## src/rtl/pc_alu_pkg.sv

```systemverilog
// Shared encodings and default constants for the PC / ALU / branch unit.
package pc_alu_pkg;

    localparam int unsigned     PC_INC     = 4;
    localparam logic [31:0]     RESET_ADDR = 32'h0000_0000;

    typedef enum logic [2:0] {
        ALU_ADD    = 3'b000,
        ALU_SUB    = 3'b001,
        ALU_AND    = 3'b010,
        ALU_OR     = 3'b011,
        ALU_XOR    = 3'b100,
        ALU_PASS_B = 3'b101
    } alu_op_e;

    typedef enum logic [2:0] {
        BR_NONE = 3'b000,
        BR_BEQ  = 3'b001,
        BR_BNE  = 3'b010,
        BR_BLT  = 3'b100,
        BR_BGE  = 3'b101,
        BR_BLTU = 3'b110,
        BR_BGEU = 3'b111
    } branch_type_e;

endpackage

```

## src/rtl/pc_alu_branch_unit_ex_alu.sv

```systemverilog
// Execute-stage ALU: shared adder for ADD/SUB, bitwise ops, Z/N/C/V flags.
module ex_alu #(
    parameter int unsigned WIDTH = 32
) (
    input  logic [WIDTH-1:0] a,
    input  logic [WIDTH-1:0] b,
    input  logic [2:0]       alu_op,
    output logic [WIDTH-1:0] result,
    output logic             zero,
    output logic             neg,
    output logic             c_out,
    output logic             over
);
    import pc_alu_pkg::*;

    logic             is_sub;
    logic [WIDTH-1:0] b_eff;
    logic [WIDTH:0]   sum;

    // Single adder: SUB is A + ~B + 1, so carry-out means A >= B unsigned.
    always_comb begin
        is_sub = (alu_op == ALU_SUB);
        b_eff  = is_sub ? ~b : b;
        sum    = {1'b0, a} + {1'b0, b_eff} + {{WIDTH{1'b0}}, is_sub};
    end

    // Operation select with overflow computed from operand/result signs.
    always_comb begin
        result = '0;
        c_out  = 1'b0;
        over   = 1'b0;
        case (alu_op_e'(alu_op))
            ALU_ADD: begin
                result = sum[WIDTH-1:0];
                c_out  = sum[WIDTH];
                over   = (a[WIDTH-1] == b[WIDTH-1]) && (sum[WIDTH-1] != a[WIDTH-1]);
            end
            ALU_SUB: begin
                result = sum[WIDTH-1:0];
                c_out  = sum[WIDTH];
                over   = (a[WIDTH-1] != b[WIDTH-1]) && (sum[WIDTH-1] != a[WIDTH-1]);
            end
            ALU_AND:    result = a & b;
            ALU_OR:     result = a | b;
            ALU_XOR:    result = a ^ b;
            ALU_PASS_B: result = b;
            default:    result = '0;
        endcase
        zero = (result == '0);
        neg  = result[WIDTH-1];
    end

endmodule

```

## src/rtl/pc_alu_branch_unit.sv

```systemverilog
// Fetch PC register, execute ALU and branch condition decider.
module pc_alu_branch_unit #(
    parameter int unsigned      WIDTH      = 32,
    parameter logic [WIDTH-1:0] RESET_ADDR = pc_alu_pkg::RESET_ADDR,
    parameter int unsigned      PC_INC     = pc_alu_pkg::PC_INC
) (
    input  logic             clk,
    input  logic             reset,
    input  logic             stall,
    input  logic             pc_src,
    input  logic [WIDTH-1:0] jump_addr,
    output logic [WIDTH-1:0] i_addr,
    output logic             i_valid,
    input  logic [WIDTH-1:0] A,
    input  logic [WIDTH-1:0] B,
    input  logic [2:0]       alu_op,
    output logic [WIDTH-1:0] result,
    output logic             zero,
    output logic             neg,
    output logic             c_out,
    output logic             over,
    input  logic [2:0]       branch_type,
    output logic             branch_taken
);
    import pc_alu_pkg::*;

    // PC register: reset, then redirect beats stall beats increment.
    always_ff @(posedge clk) begin
        if (!reset) begin
            i_addr  <= RESET_ADDR;
            i_valid <= 1'b1;
        end else begin
            if (pc_src)
                i_addr <= jump_addr;
            else if (!stall)
                i_addr <= i_addr + WIDTH'(PC_INC);
            i_valid <= ~(stall & ~pc_src);
        end
    end

    ex_alu #(.WIDTH(WIDTH)) u_ex_alu (
        .a      (A),
        .b      (B),
        .alu_op (alu_op),
        .result (result),
        .zero   (zero),
        .neg    (neg),
        .c_out  (c_out),
        .over   (over)
    );

    // Branch decider: maps ALU flags to a taken decision.
    always_comb begin
        branch_taken = 1'b0;
        case (branch_type_e'(branch_type))
            BR_BEQ:  branch_taken = zero;
            BR_BNE:  branch_taken = ~zero;
            BR_BLT:  branch_taken = neg ^ over;
            BR_BGE:  branch_taken = ~(neg ^ over);
            BR_BLTU: branch_taken = ~c_out;
            BR_BGEU: branch_taken = c_out;
            default: branch_taken = 1'b0;
        endcase
    end

endmodule

```

## config.mk

```make
export PLATFORM = sky130hd
export DESIGN_NAME = pc_alu_branch_unit
export DESIGN_NICKNAME = d
export VERILOG_FILES = /design/src/rtl/pc_alu_pkg.sv /design/src/rtl/pc_alu_branch_unit_ex_alu.sv /design/src/rtl/pc_alu_branch_unit.sv
export SDC_FILE = /design/constraint.sdc
export NUM_CORES = 1
export LEC_CHECK = 0
export ABC_AREA = 1
export CAP_MARGIN = 20
export CORE_ASPECT_RATIO = 1.5
export CORE_UTILIZATION = 47
export CTS_BUF_LIST = sky130_fd_sc_hd__clkbuf_8
export DETAILED_ROUTE_END_ITERATION = 12
export HOLD_SLACK_MARGIN = 0.02
export PLACE_DENSITY = 0.8
export SLEW_MARGIN = 30
export SYNTH_ARGS = -nofsm -noshare
export SYNTH_HDL_FRONTEND = slang
export SYNTH_HIERARCHICAL = 1
export SYNTH_SLANG_ARGS = --single-unit
```

## constraint.sdc

```tcl
create_clock -name clk -period 5.6 [get_ports clk]
set_input_delay 1.4 -clock clk [delete_from_list [all_inputs] [get_ports clk]]
set_output_delay 1.4 -clock clk [all_outputs]
set_load 0.05 [all_outputs]
```

# [Yosys cells after proc, flatten, opt, wreduce, memory -nomap -nowiden]
# Index checks and enable logic that the tools add are counted.
[word_totals] register_bits=33 input_bits=106 output_inout_bits=70 word_cells=43
[op_classes] n_addsub=3 eq_ne=15 n_mux=7 n_bitwise=11 n_reduce_logical=5
[ops] op="case mux 32 bit (5 select lines)" count=1
[ops] op="two-way mux 32 bit" count=3
[ops] op="adder 32 x 32 -> 33 bit" count=1
[ops] op="adder 33 x 1 -> 33 bit" count=1
[ops] op="adder 32 x 3 -> 32 bit, second input constant" count=1
[ops] op="AND 32 bit" count=1
[ops] op="zero test 32 bit" count=1
[ops] op="inverter 32 bit" count=1
[ops] op="OR 32 bit" count=1
[ops] op="XOR 32 bit" count=1
[ops] op="== test 3 bit, second input constant" count=6
[ops] op="== test 3 x 2 -> 1 bit, second input constant" count=3
[ops] op="== test 3 x 1 -> 1 bit, second input constant" count=2
[ops] op="case mux 1 bit (6 select lines)" count=1
[ops] op="inverter 1 bit" count=5
[ops] op="zero test 3 bit" count=1
[ops] op="logical AND 1 bit" count=2
[ops] op="inequality test 1 bit" count=2
[ops] op="inequality test 2 x 1 -> 1 bit, second input constant" count=1
[ops] op="case mux 1 bit (2 select lines)" count=1
[ops] op="OR reduction 2 bit" count=1
[ops] op="AND 1 bit" count=1
[ops] op="== test 1 bit" count=1
[ops] op="two-way mux 1 bit" count=1
[ops] op="XOR 1 bit" count=1

# [Logic depth before layout (Yosys ltp)]
# Gate-level depths: netlist of run 1.
[logic_depth] ltp_word=10 mapped_depth=25 mapped_depth_nobuf=25

# [Modules after synthesis]
# Netlist of run 1, hierarchy kept.
[modules_own_cells] mod="ex_alu" n_inst=1 cells_each=851 area_per_inst_um2=4782.1 seq_area_each_um2=0.0
[modules_own_cells] mod="pc_alu_branch_unit" n_inst=1 cells_each=385 area_per_inst_um2=2354.8 seq_area_each_um2=660.6

# [Worst setup path before layout of run 1]
# OpenSTA, ideal clock, no wires.
[synth_timing] path_type="input port to output port" start="in alu_op[1]" end="out branch_taken" t_arrival_ns=6.098 required_time_ns=4.200 slack_ns=-1.898 cell_stages=23 path_buffers=1 path_cell_list="inv_1 > nand3_4 > buf_1 > xor2_1 > ha_1 > nand2_1 > inv_1 > nand3_1 > nand2_2 > nand2_1 > nand2_1 > nand2_1 > nand2_1 > nand2_1 > nand3_1 > nand2_1 > xor2_1 > nor3_1 > xnor2_1 > mux2i_1 > nand2_1 > nand2_1 > o21ai_0"
[synth_via] elab_chain_cells=10 elab_cells_between_ends=22 cone_classes="add/sub (2); eq/ne (6); mux (5); bitwise (4); reduce/logical (5)"
[synth_rtl] item="from (decl)" line_no="pc_alu_branch_unit.sv:16" text="input logic [2:0] alu_op,"
[synth_rtl] item="== test 3 x 1 -> 1 bit" line_no="pc_alu_branch_unit_ex_alu.sv:22, pc_alu_branch_unit_ex_alu.sv:32"
[synth_rtl] item="two-way mux 32 bit" line_no="pc_alu_branch_unit_ex_alu.sv:23" text="b_eff = is_sub ? ~b : b;"
[synth_rtl] item="adder 32 x 32 -> 33 bit" line_no="pc_alu_branch_unit_ex_alu.sv:24" text="sum = {1'b0, a} + {1'b0, b_eff} + {{WIDTH{1'b0}}, is_sub};"
[synth_rtl] item="adder 33 x 1 -> 33 bit" line_no="pc_alu_branch_unit_ex_alu.sv:24"
[synth_rtl] item="inequality test 1 bit" line_no="pc_alu_branch_unit_ex_alu.sv:36, pc_alu_branch_unit_ex_alu.sv:41"
[synth_rtl] item="logical AND 1 bit, on equally long branches" line_no="pc_alu_branch_unit_ex_alu.sv:41, pc_alu_branch_unit_ex_alu.sv:36"
[synth_rtl] item="case mux 1 bit (2 select lines) *" line_no="pc_alu_branch_unit_ex_alu.sv:32" text="case (alu_op_e'(alu_op))"
[synth_rtl] item="named net over" line_no="pc_alu_branch_unit.sv:21" text="output logic over,"
[synth_rtl] item="XOR 1 bit *" line_no="pc_alu_branch_unit.sv:58, pc_alu_branch_unit.sv:59"
[synth_rtl] item="inverter 1 bit" line_no="pc_alu_branch_unit.sv:59" text="BR_BGE: branch_taken = ~(neg ^ over);"
[synth_rtl] item="case mux 1 bit (6 select lines) *" line_no="pc_alu_branch_unit.sv:55" text="case (branch_type_e'(branch_type))"
[synth_rtl] item="to (decl)" line_no="pc_alu_branch_unit.sv:23" text="output logic branch_taken"
# Mark *: on every way through the listed nets, which the timed path passes. The rest lies on a longest branch.

# [Final worst setup path of run 1]
[layout_timing] start="in alu_op[2]" end="out branch_taken"
[layout_via] elab_chain_cells=10 elab_cells_between_ends=22 cone_classes="add/sub (2); eq/ne (6); mux (5); bitwise (4); reduce/logical (5)"
[layout_rtl] item="branches (longest 9 deep; another with adder 32 x 32 -> 33 bit)"
[layout_rtl] item="case mux 1 bit (6 select lines) *" line_no="pc_alu_branch_unit.sv:55"
# Every way passes the cells marked *.

==> results of run 1 <==
[synth_stat cells, types with 10 or more instances]
cell,number
o21ai_0,60
buf_2,10
ha_1,100
dfxtp_1,33
nand2_2,13
nor2_1,100
a21oi_1,58
xor2_1,35
inv_1,218
nor3_1,15
nand4_1,14
nand3_1,83
nand2_1,360
a221oi_1,20
[cells by family after synthesis]
kind of cell | after synthesis | synth area share, %
compound gates | 180 | 15.17
xor+xnor | 40 | 4.909
fa+ha+maj | 101 | 17.81
buf+inv | 250 | 13.97
flops | 33 | 9.257
mux | 1 | 0.1403
simple gates | 631 | 38.74
[cell type report]
class	instances	area, sq um
Clock buffer	6	82.58
Clock inverter	2	33.78
Fill cell	784	1958
Inverter	223	862.1
Multi-Input combinational cell	953	6364
Sequential cell	33	660.6
Tap cell	196	245.2
Timing Repair Buffer	457	4456
[flip-flops by register name, summed over array words and instances, names as in the netlist]
| register | count |
|---|---|
| i_addr | 32 |
| i_valid | 1 |
[routing by layer]
metal	global-route usage (%)	share of wire (%)	up-vias
met5	0	0	-
met3	7.453	9.6	325
met4	30.68	9.5	0
met1	35.09	32	4922
li1	-	-	4830
met2	70.95	49	773
[worst max-delay path by stage]
stage,slack (ns),startpoint,endpoint
CTS,-0.42,alu_op[1],branch_taken
floorplan,-0.50,alu_op[1],branch_taken
finish,-0.70,alu_op[2],branch_taken
global placement,-1.05,alu_op[1],branch_taken
global route,-0.85,alu_op[2],branch_taken
detailed placement,-1.14,alu_op[1],branch_taken
[repair_timing]
item / CTS / global route
cloned: 2 / 0
resized for setup: 153 / 136
pin swaps: 70 / 88
endpoints found under the setup margin: 25 / 11
buffers inserted: 38 / 25
[worst max-delay path, stage by stage]
cell and delay (ns):
buf_8 0.11, clkinv_8 0.04, nand3_4 0.18, buf_16 0.22, xor2_1 0.15, ha_1 0.38, nand2_2 0.13, inv_1 0.09
a21oi_4 0.20, nand2_1 0.10, buf_4 0.14, o21bai_4 0.18, buf_12 0.14, inv_1 0.04, nand2_1 0.06, nand3_1 0.12
nand4_1 0.14, nor3_2 0.22, nand3_4 0.17, nor2_4 0.17, nand2_2 0.08, a21oi_2 0.14, o21ai_2 0.09, o21ai_4 0.07
buf_12 0.15
[report_power, final]
group          total [mW]  internal (mW)  leakage (nW)  switching (mW)
clock network       0.251          0.144        0.0626           0.107
registers           0.269          0.249         0.273          0.0199
logic                1.60          0.717          6.00           0.885
total                2.12           1.11          6.34            1.01
==> results.md, run 1 <==
* Top cell type's share of synthesized area at 18.93%
* Post-Syn Nets at 1,443
* Placed inst area at 0.01114 sq mm
* Num CTS Buffers at 5
* Flop2flop setup slack at 3.86 ns
* Input/output buffers at 175
* Die area at 0.01569 sq mm
* Post-synth EDFFs at 0
* Post-DP HPWL at 22.66 mm
* CTS sink cnt at 33
* Routed Antenna Nets at 0
* Synth top area cells: nand2_1 (19%), ha_1 (18%), inv_1 (11%), dfxtp_1 (9.3%), nand3_1 (5.8%)
* Crit end category: output port
* Peak VDD IR at 0.2115 mV
* Achievable Freq at 158.6 MHz
* Non-Filler Instances at 1,870
* Final WL at 34.56 mm
* Ys async rst share at 0%
* Most frequent cells in the layout: nand2_1 (291), buf_4 (252), inv_1 (204), clkdlybuf4s50_1 (121), ha_1 (95)
* Run status: finished with violations
* Detailed Route Iter0 Violations at 918
* GRT Overall Usage at 38.42%
* # DRC at 0
* Maxcap violations at 0
* Tot Pwr at 2.121 mW
* Final Hold Viols at 0
* Synth Area per Inst at 5.774 sq um
* Rel. slew slack at 35.66%
* Area Overhead vs Synth at 78.00%
* Final worst setup slack at -0.7035 ns
* Slew @ Worst Pin at 0.9641 ns
* CP Data Required Time at 4.20 ns
* Share of layout cells above drive strength 1 at 34.35%
* Worst Hold Depth at 2
* Yosys reg bits at 33
* Drt first pass iters at 8
* Worst setup SP type: primary input
* Commonest non-fill, non-tap cell in the layout: nand2_1
* Critical path type: primary input to output port
* R2R cell count at 9
* Worst clock skew at 0.01648 ns
* Power Density at 167.0 mW/mm^2
* Clk_lat worst skew at 0.32 ns
* Initial core utilization at 48.68%
* Clock Tree Root: clkbuf_8
* Post-Syn Area at 0.007137 sq mm
* Cell count after synthesis at 1,236
* Wire length per cell at 18.48 um
* Min Tclk post-route at 6.303 ns
* Crit Path Max Fanout at 8
* DIE HEIGHT at 152.9 um
* Final Cell Area at 0.01270 sq mm
* Ant diodes at 0
* Max clock buf depth at 2
* GRT overflow at 0
* FP Rows at 54
* Area leader, netlist: nand2_1
* Post-Place Cells at 1,802
* Yosys warnings at 6
* Commonest register cell after synthesis: dfxtp_1
* Worst hold path class: flip-flop to flip-flop
* Worst hold start: i_addr[0]
* # H-tree levels at 2
* Vias in the first global route at 10,572
* CTS tree: done
* Reg-to-Reg End: i_addr[28]
* Vias per cell at 5.802
* Failing checks: negative setup slack
* First-pass GRT wire length at 47.86 mm
* Final setup fails at 12
* Worst hold slack at 0.5290 ns
* Final Max Tran Viols at 0
* Reg-to-Reg Start: i_addr[2]
* Hold EP: i_addr[0]
* Layout net count at 1,880
* Final period utilization at 112.6%
* Routability congestion estimate at 1.021
* Die Wd at 102.6 um
* Initial antenna violation count at 0
* Largest net degree at the start of global routing at 26
* Clk pin slew, worst setup/hold paths at 0.07 ns
* I/O Pins at 176
* CP arrival at 4.90 ns
* Unique masters post-synth at 46
* Dpl ws at -1.144 ns
* Post-CTS Hold Fix Bufs at 0
* Vias at 10,850
* Setup TNS Final at -2.560 ns
* Core area at 0.01466 sq mm
* Pleak at 6.335 nW
* RSZ-0062 raised after global routing: true
* Sequential area share after synthesis at 9.257%
* Core Util, Final at 86.64%
Note: power is estimated with default switching activity, not from simulation.
==> inputs of run 2 (changes only) <==
Settings changed: PLACE_DENSITY 0.8 to 0.79.
==> run 2 against run 1 <==
  * The run still ends with negative setup slack left
  * Critical path type unchanged
  * Cell area down 0.46%
  * Largest power group unchanged
  * Via count down 3.5%
  * Global-route usage fell by 2.3 points
  * Final cell count is 0.59% lower
  * Register-to-register slack gained 0.04 ns
  * Sequential power is essentially flat
  * Die area did not move
==> results.md, run 2 (synthesis results as in run 1) <==
* Routability congestion estimate at 0.9777
* Final WL at 32.34 mm
* Core area at 0.01466 sq mm
* Routed Antenna Nets at 0
* I/O Pins at 176
* Initial antenna violation count at 0
* Die area at 0.01569 sq mm
* M3 GR Usage at 5.121%
* Largest net degree at the start of global routing at 32
* Rel. slew slack at 34.68%
* Final period utilization at 111.8%
* Input/output buffers at 175
* Clock Tree Root: clkbuf_8
* Most frequent cells in the layout: nand2_1 (281), buf_4 (241), inv_1 (193), clkdlybuf4s50_1 (123), ha_1 (89)
* Crit Path Max Fanout at 5
* Initial core utilization at 48.68%
* Num CTS Buffers at 5
* Worst setup SP type: primary input
* Wire length per cell at 17.40 um
* Final Cell Area at 0.01264 sq mm
* Slew @ Worst Pin at 0.9788 ns
* Area Overhead vs Synth at 77.17%
* Die Wd at 102.6 um
* Run status: finished with violations
* # DRC at 0
* Post-Place Cells at 1,803
* FP Rows at 54
* Vias at 10,466
* RSZ-0062 raised after global routing: true
* Commonest non-fill, non-tap cell in the layout: nand2_1
* Peak VDD IR at 0.1877 mV
* Final Max Tran Viols at 0
* Vias per cell at 5.630
* Final Hold Viols at 0
* Worst hold slack at 0.5275 ns
* Post-DP HPWL at 22.41 mm
* Maxcap violations at 0
* Non-Filler Instances at 1,859
* Pleak at 6.328 nW
* FILL cells at 837
* Most used routing layer in global routing: met2
* DIE HEIGHT at 152.9 um
* Drt first pass iters at 5
* Max FFs per register at 32
* Final setup fails at 4
* Placed inst area at 0.01119 sq mm
* Critical path type: primary input to output port
* CTS tree: done
* Met1 usage at 34.60%
* CP arrival at 4.86 ns
* GRT Overall Usage at 36.08%
* Min Tclk post-route at 6.258 ns
* Detailed Route Iter0 Violations at 766
* Max clock buf depth at 2
* Core Util, Final at 86.24%
* Clk_lat worst skew at 0.29 ns
* Ant diodes at 0
* Final worst setup slack at -0.6581 ns
* # H-tree levels at 2
* Tot Pwr at 2.014 mW
* Worst clock skew at 0.005853 ns
* Vias in the first global route at 10,132
* Top reg by flops: i_addr
* Crit end category: output port
* First-pass GRT wire length at 45.35 mm
* Clk pin slew, worst setup/hold paths at 0.07 ns
* CP Data Required Time at 4.20 ns
* Failing checks: negative setup slack
* Dpl ws at -1.152 ns
* Share of layout cells above drive strength 1 at 34.64%
* Achievable Freq at 159.8 MHz
* GRT overflow at 0
* CTS sink cnt at 33
* Worst hold path class: flip-flop to flip-flop
* Setup TNS Final at -1.330 ns
* Layout net count at 1,870
* M2 GR Usage at 66.95%
* Power Density at 159.2 mW/mm^2
* Regs by FF count: i_addr (32), i_valid (1)
-- run 2: critical path, stage by stage --
cell,delay (ns)
buf_8,0.11
inv_12,0.05
nand3_4,0.09
buf_12,0.17
buf_16,0.16
xor2_4,0.21
ha_4,0.29
nand2_1,0.07
nand2_2,0.12
a21oi_2,0.09
buf_4,0.13
nor2_1,0.23
nor2_1,0.12
nand2_1,0.15
nand3_2,0.11
nand2_1,0.08
nand2_1,0.05
nand3_1,0.12
nand4_1,0.10
nor2_1,0.15
nand3_2,0.12
nor2_4,0.18
nand2_1,0.09
a21oi_2,0.14
o21ai_2,0.08
o21ai_4,0.07
buf_12,0.15
-- run 2: worst paths after layout --
kind                            depth (start not counted)      start  slack, ns           end
worst min-delay path                                    2  i_addr[1]       0.53     i_addr[1]
worst max register to register                          8  i_addr[2]       3.90    i_addr[24]
worst min register to register                          2  i_addr[1]       0.53     i_addr[1]
worst max-delay path                                   27  alu_op[1]      -0.66  branch_taken
-- run 2: power by group --
part	total, mW	switching, mW	internal (mW)
clock network	0.185	0.0888	0.0957
registers	0.268	0.0190	0.249
logic	1.56	0.856	0.705
total	2.01	0.964	1.05
-- run 2: routing by layer --
layer	routed length (um)	vias up	part of all wire (%)
met3	2678	264	8.3
met5	0	-	0
met4	3039	0	9.4
met1	10450	4739	32
met2	16170	659	50
li1	-	4804	-
-- run 2: final cells by class --
type	instances	area (sq um)	area share, %
clock buffer	6	82.58	0.6531
clock inverter	1	3.754	0.02969
inverter	223	857.1	6.778
multi-input combinational	953	6327	50.04
sequential	33	660.6	5.225
tap	196	245.2	1.939
timing repair buffer	447	4468	35.34
-- run 2: what timing repair did --
action / 4_1_cts / 5_1_grt
setup buffers: 26 / 25
pin swaps: 52 / 99
hold buffers: 0 / 0
resized for setup: 123 / 178
gates cloned: 3 / 0
setup endpoints to repair: 27 / 10
==> inputs of run 3 (changes only) <==
Settings changed: ABC_AREA 1 to not set, CORE_UTILIZATION 47 to 46.
==> run 3 against run 2 <==
  * The flow still finishes with violations (negative setup slack)
  * First-iteration DRC count is 35% higher
  * Routed wire length is 5.4% higher
  * Global-route usage is 2.4 points higher
  * Synthesized cell count is 28% lower
  * Sequential share of layout area is 0.34 points higher
  * Via count is 6.8% lower
  * Sequential cell count stayed put
  * Die area is 5.8% lower
  * Register-to-register slack worse by 0.70 ns
  * Critical endpoint unchanged
  * Largest cell class unchanged
  * Largest power group unchanged
==> results.md, run 3 <==
* Vias per cell at 6.479
* DIE HEIGHT at 148.4 um
* Power Density at 177.3 mW/mm^2
* Area leader, netlist: ha_1
* Achievable Freq at 142.6 MHz
* Synth Area per Inst at 7.364 sq um
* Routed Antenna Nets at 0
* Die area at 0.01479 sq mm
* Maxcap violations at 0
* Worst Hold Depth at 2
* R2R cell count at 4
* Worst setup path start: alu_op[2]
* GRT overflow at 0
* Vias in the first global route at 9,498
* First-pass GRT wire length at 45.22 mm
* CTS sink cnt at 33
* Top reg by flops: i_addr
* FP Rows at 53
* Max clock buf depth at 2
* CTS tree: done
* Post-CTS Hold Fix Bufs at 0
* Unique masters post-synth at 84
* Worst hold slack at 0.5236 ns
* Core area at 0.01399 sq mm
* Regs by FF count: i_addr (32), i_valid (1)
* GRT Overall Usage at 38.49%
* CP arrival at 5.61 ns
* Yosys warnings at 6
* Crit Path Max Fanout at 6
* Post-DP HPWL at 21.03 mm
* Worst hold path class: flip-flop to flip-flop
* Clk_lat worst skew at 0.31 ns
* Initial antenna violation count at 0
* Critical path type: primary input to output port
* Max FFs per register at 32
* Post-synth EDFFs at 0
* Sequential area share after synthesis at 10.05%
* Share of layout cells above drive strength 1 at 36.86%
* Final WL at 34.09 mm
* Failing checks: negative setup slack
* Drt first pass iters at 6
* Yosys reg bits at 33
* CP Data Required Time at 4.20 ns
* Worst setup SP type: primary input
* Reg-to-Reg Start: i_addr[12]
* Worst clock skew at 0.009698 ns
* Vias at 9,751
* Final worst setup slack at -1.414 ns
* Crit end category: output port
* Slew @ Worst Pin at 0.6956 ns
* Num CTS Buffers at 5
* Commonest non-fill, non-tap cell in the layout: buf_4
* Top cell type's share of synthesized area at 19.03%
* Clock Tree Root: clkbuf_8
* Synth top area cells: ha_1 (19%), dfxtp_1 (10%), xnor2_1 (5.9%), inv_1 (4.7%), o21ai_0 (4.7%)
* Post-Syn Area at 0.006576 sq mm
* Detailed Route Iter0 Violations at 1,034
* Wire length per cell at 22.65 um
* Clk pin slew, worst setup/hold paths at 0.06 ns
* Ys async rst share at 0%
* Top cells by count, synth: ha_1 (100), inv_1 (83), o21ai_0 (62)
* Final Hold Viols at 0
* # DRC at 0
* Worst hold start: i_addr[0]
* Largest net degree at the start of global routing at 49
* Cell count after synthesis at 893
* Final setup fails at 21
* Final period utilization at 125.2%
* Die Wd at 99.63 um
* Run status: finished with violations
* Peak VDD IR at 0.1997 mV
* Area Overhead vs Synth at 80.37%
* Tot Pwr at 2.103 mW
* Input/output buffers at 175
* Pleak at 5.386 nW
* Most frequent cells in the layout: buf_4 (272), clkdlybuf4s50_1 (127), ha_1 (87), inv_1 (74), nand2_1 (55)
* Routability congestion estimate at 1.018
* # H-tree levels at 2
* I/O Pins at 176
* Min Tclk post-route at 7.014 ns
* Layout net count at 1,520
* Post-Syn Nets at 1,100
* Rel. slew slack at 53.49%
* Top-count cell post-synth: ha_1
* Initial core utilization at 47.00%
* Final Max Tran Viols at 0
* Commonest register cell after synthesis: dfxtp_1
* Ant diodes at 0
* RSZ-0062 raised after global routing: true
==> run 3: changes by cell type after synthesis, sizes merged, moves of 13 or more <==
cell / delta
mux2i: +16
a211oi: +15
or4: +13
nand2: -314
nand3: -65
xor2: -14
a21o: +18
nor2: -74
inv: -140
clkbuf: +24
o31ai: +15
xnor2: +39
==> run 3: through the flow <==
| step | setup TNS (ns) | worst slack [ns] | cells | cell area [sq um] | utilization, % |
|---|---|---|---|---|---|
| floorplan | -5.874 | -1.741 | 893 | 6882 | - |
| global route | -12.61 | -1.649 | 1505 | 11860 | 84.77 |
| global placement | -15.70 | -1.721 | 1459 | 10710 | 76.56 |
| finish | -9.491 | -1.414 | 1505 | 11860 | 84.77 |
| CTS | -5.206 | -1.162 | 1484 | 11360 | 81.18 |
| detailed placement | -17.52 | -1.822 | 1459 | 10710 | 76.56 |
==> run 3: path summary, 6_finish.rpt <==
kind                  endpoint  slack [ns]
setup reg to reg    i_addr[29]        3.20
hold / removal       i_addr[0]        0.52
setup / recovery  branch_taken       -1.41
hold reg to reg      i_addr[0]        0.52
==> run 3: power by group <==
group | internal (mW) | switching (mW) | total (mW)
Sequential | 0.251 | 0.0261 | 0.277
Combinational | 0.761 | 0.873 | 1.63
Clock | 0.0958 | 0.0965 | 0.192
Total | 1.11 | 0.996 | 2.10
==> run 3: timing repair <==
item | CTS | global route
gates cloned | 1 | 0
buffers inserted | 20 | 26
pin swaps | 52 | 75
endpoints found under the setup margin | 30 | 23
gates resized for setup | 99 | 82
==> run 3: cell type report <==
class	instances	area (sq um)
Clock buffer	6	82.58
Fill cell	665	2131
Inverter	83	311.5
Tap cell	192	240.2
Multi-Input combinational cell	726	6226
Sequential cell	33	660.6
Clock inverter	1	3.754
Timing Repair Buffer	464	4337
==> run 3: routing by layer <==
metal	GRT usage (%)	wire (um)	vias to the layer above
li1	-	-	4131
met1	36.93	10720	4415
met2	72.57	16100	858
met3	6.250	3811	347
met4	28.82	3462	0
met5	0	0	-
==> run 3: critical path, cell delays in order <==
cell      delay [ns]
buf_6           0.10
nor2_4          0.10
and2_4          0.22
buf_6           0.13
xnor2_4         0.11
inv_2           0.07
fa_2            0.36
nand2b_4        0.17
a211o_1         0.29
and4_4          0.20
o31ai_4         0.48
xor2_2          0.17
a21boi_2        0.19
o211ai_1        0.13
nor4_2          0.35
nand4_1         0.28
nor4_4          0.26
and3b_1         0.23
nor3_2          0.07
a21oi_4         0.14
buf_12          0.15
==> run 3: kinds of logic after synthesis <==
| family | synth area share [%] |
|---|---|
| AOI/OAI and AO/OA | 28.06 |
| xor gates and xnor gates | 8.657 |
| adders and majority gates | 19.33 |
| buffers and inverters | 8.181 |
| DFF | 10.05 |
| muxes | 2.759 |
| and+or+nand+nor | 22.96 |
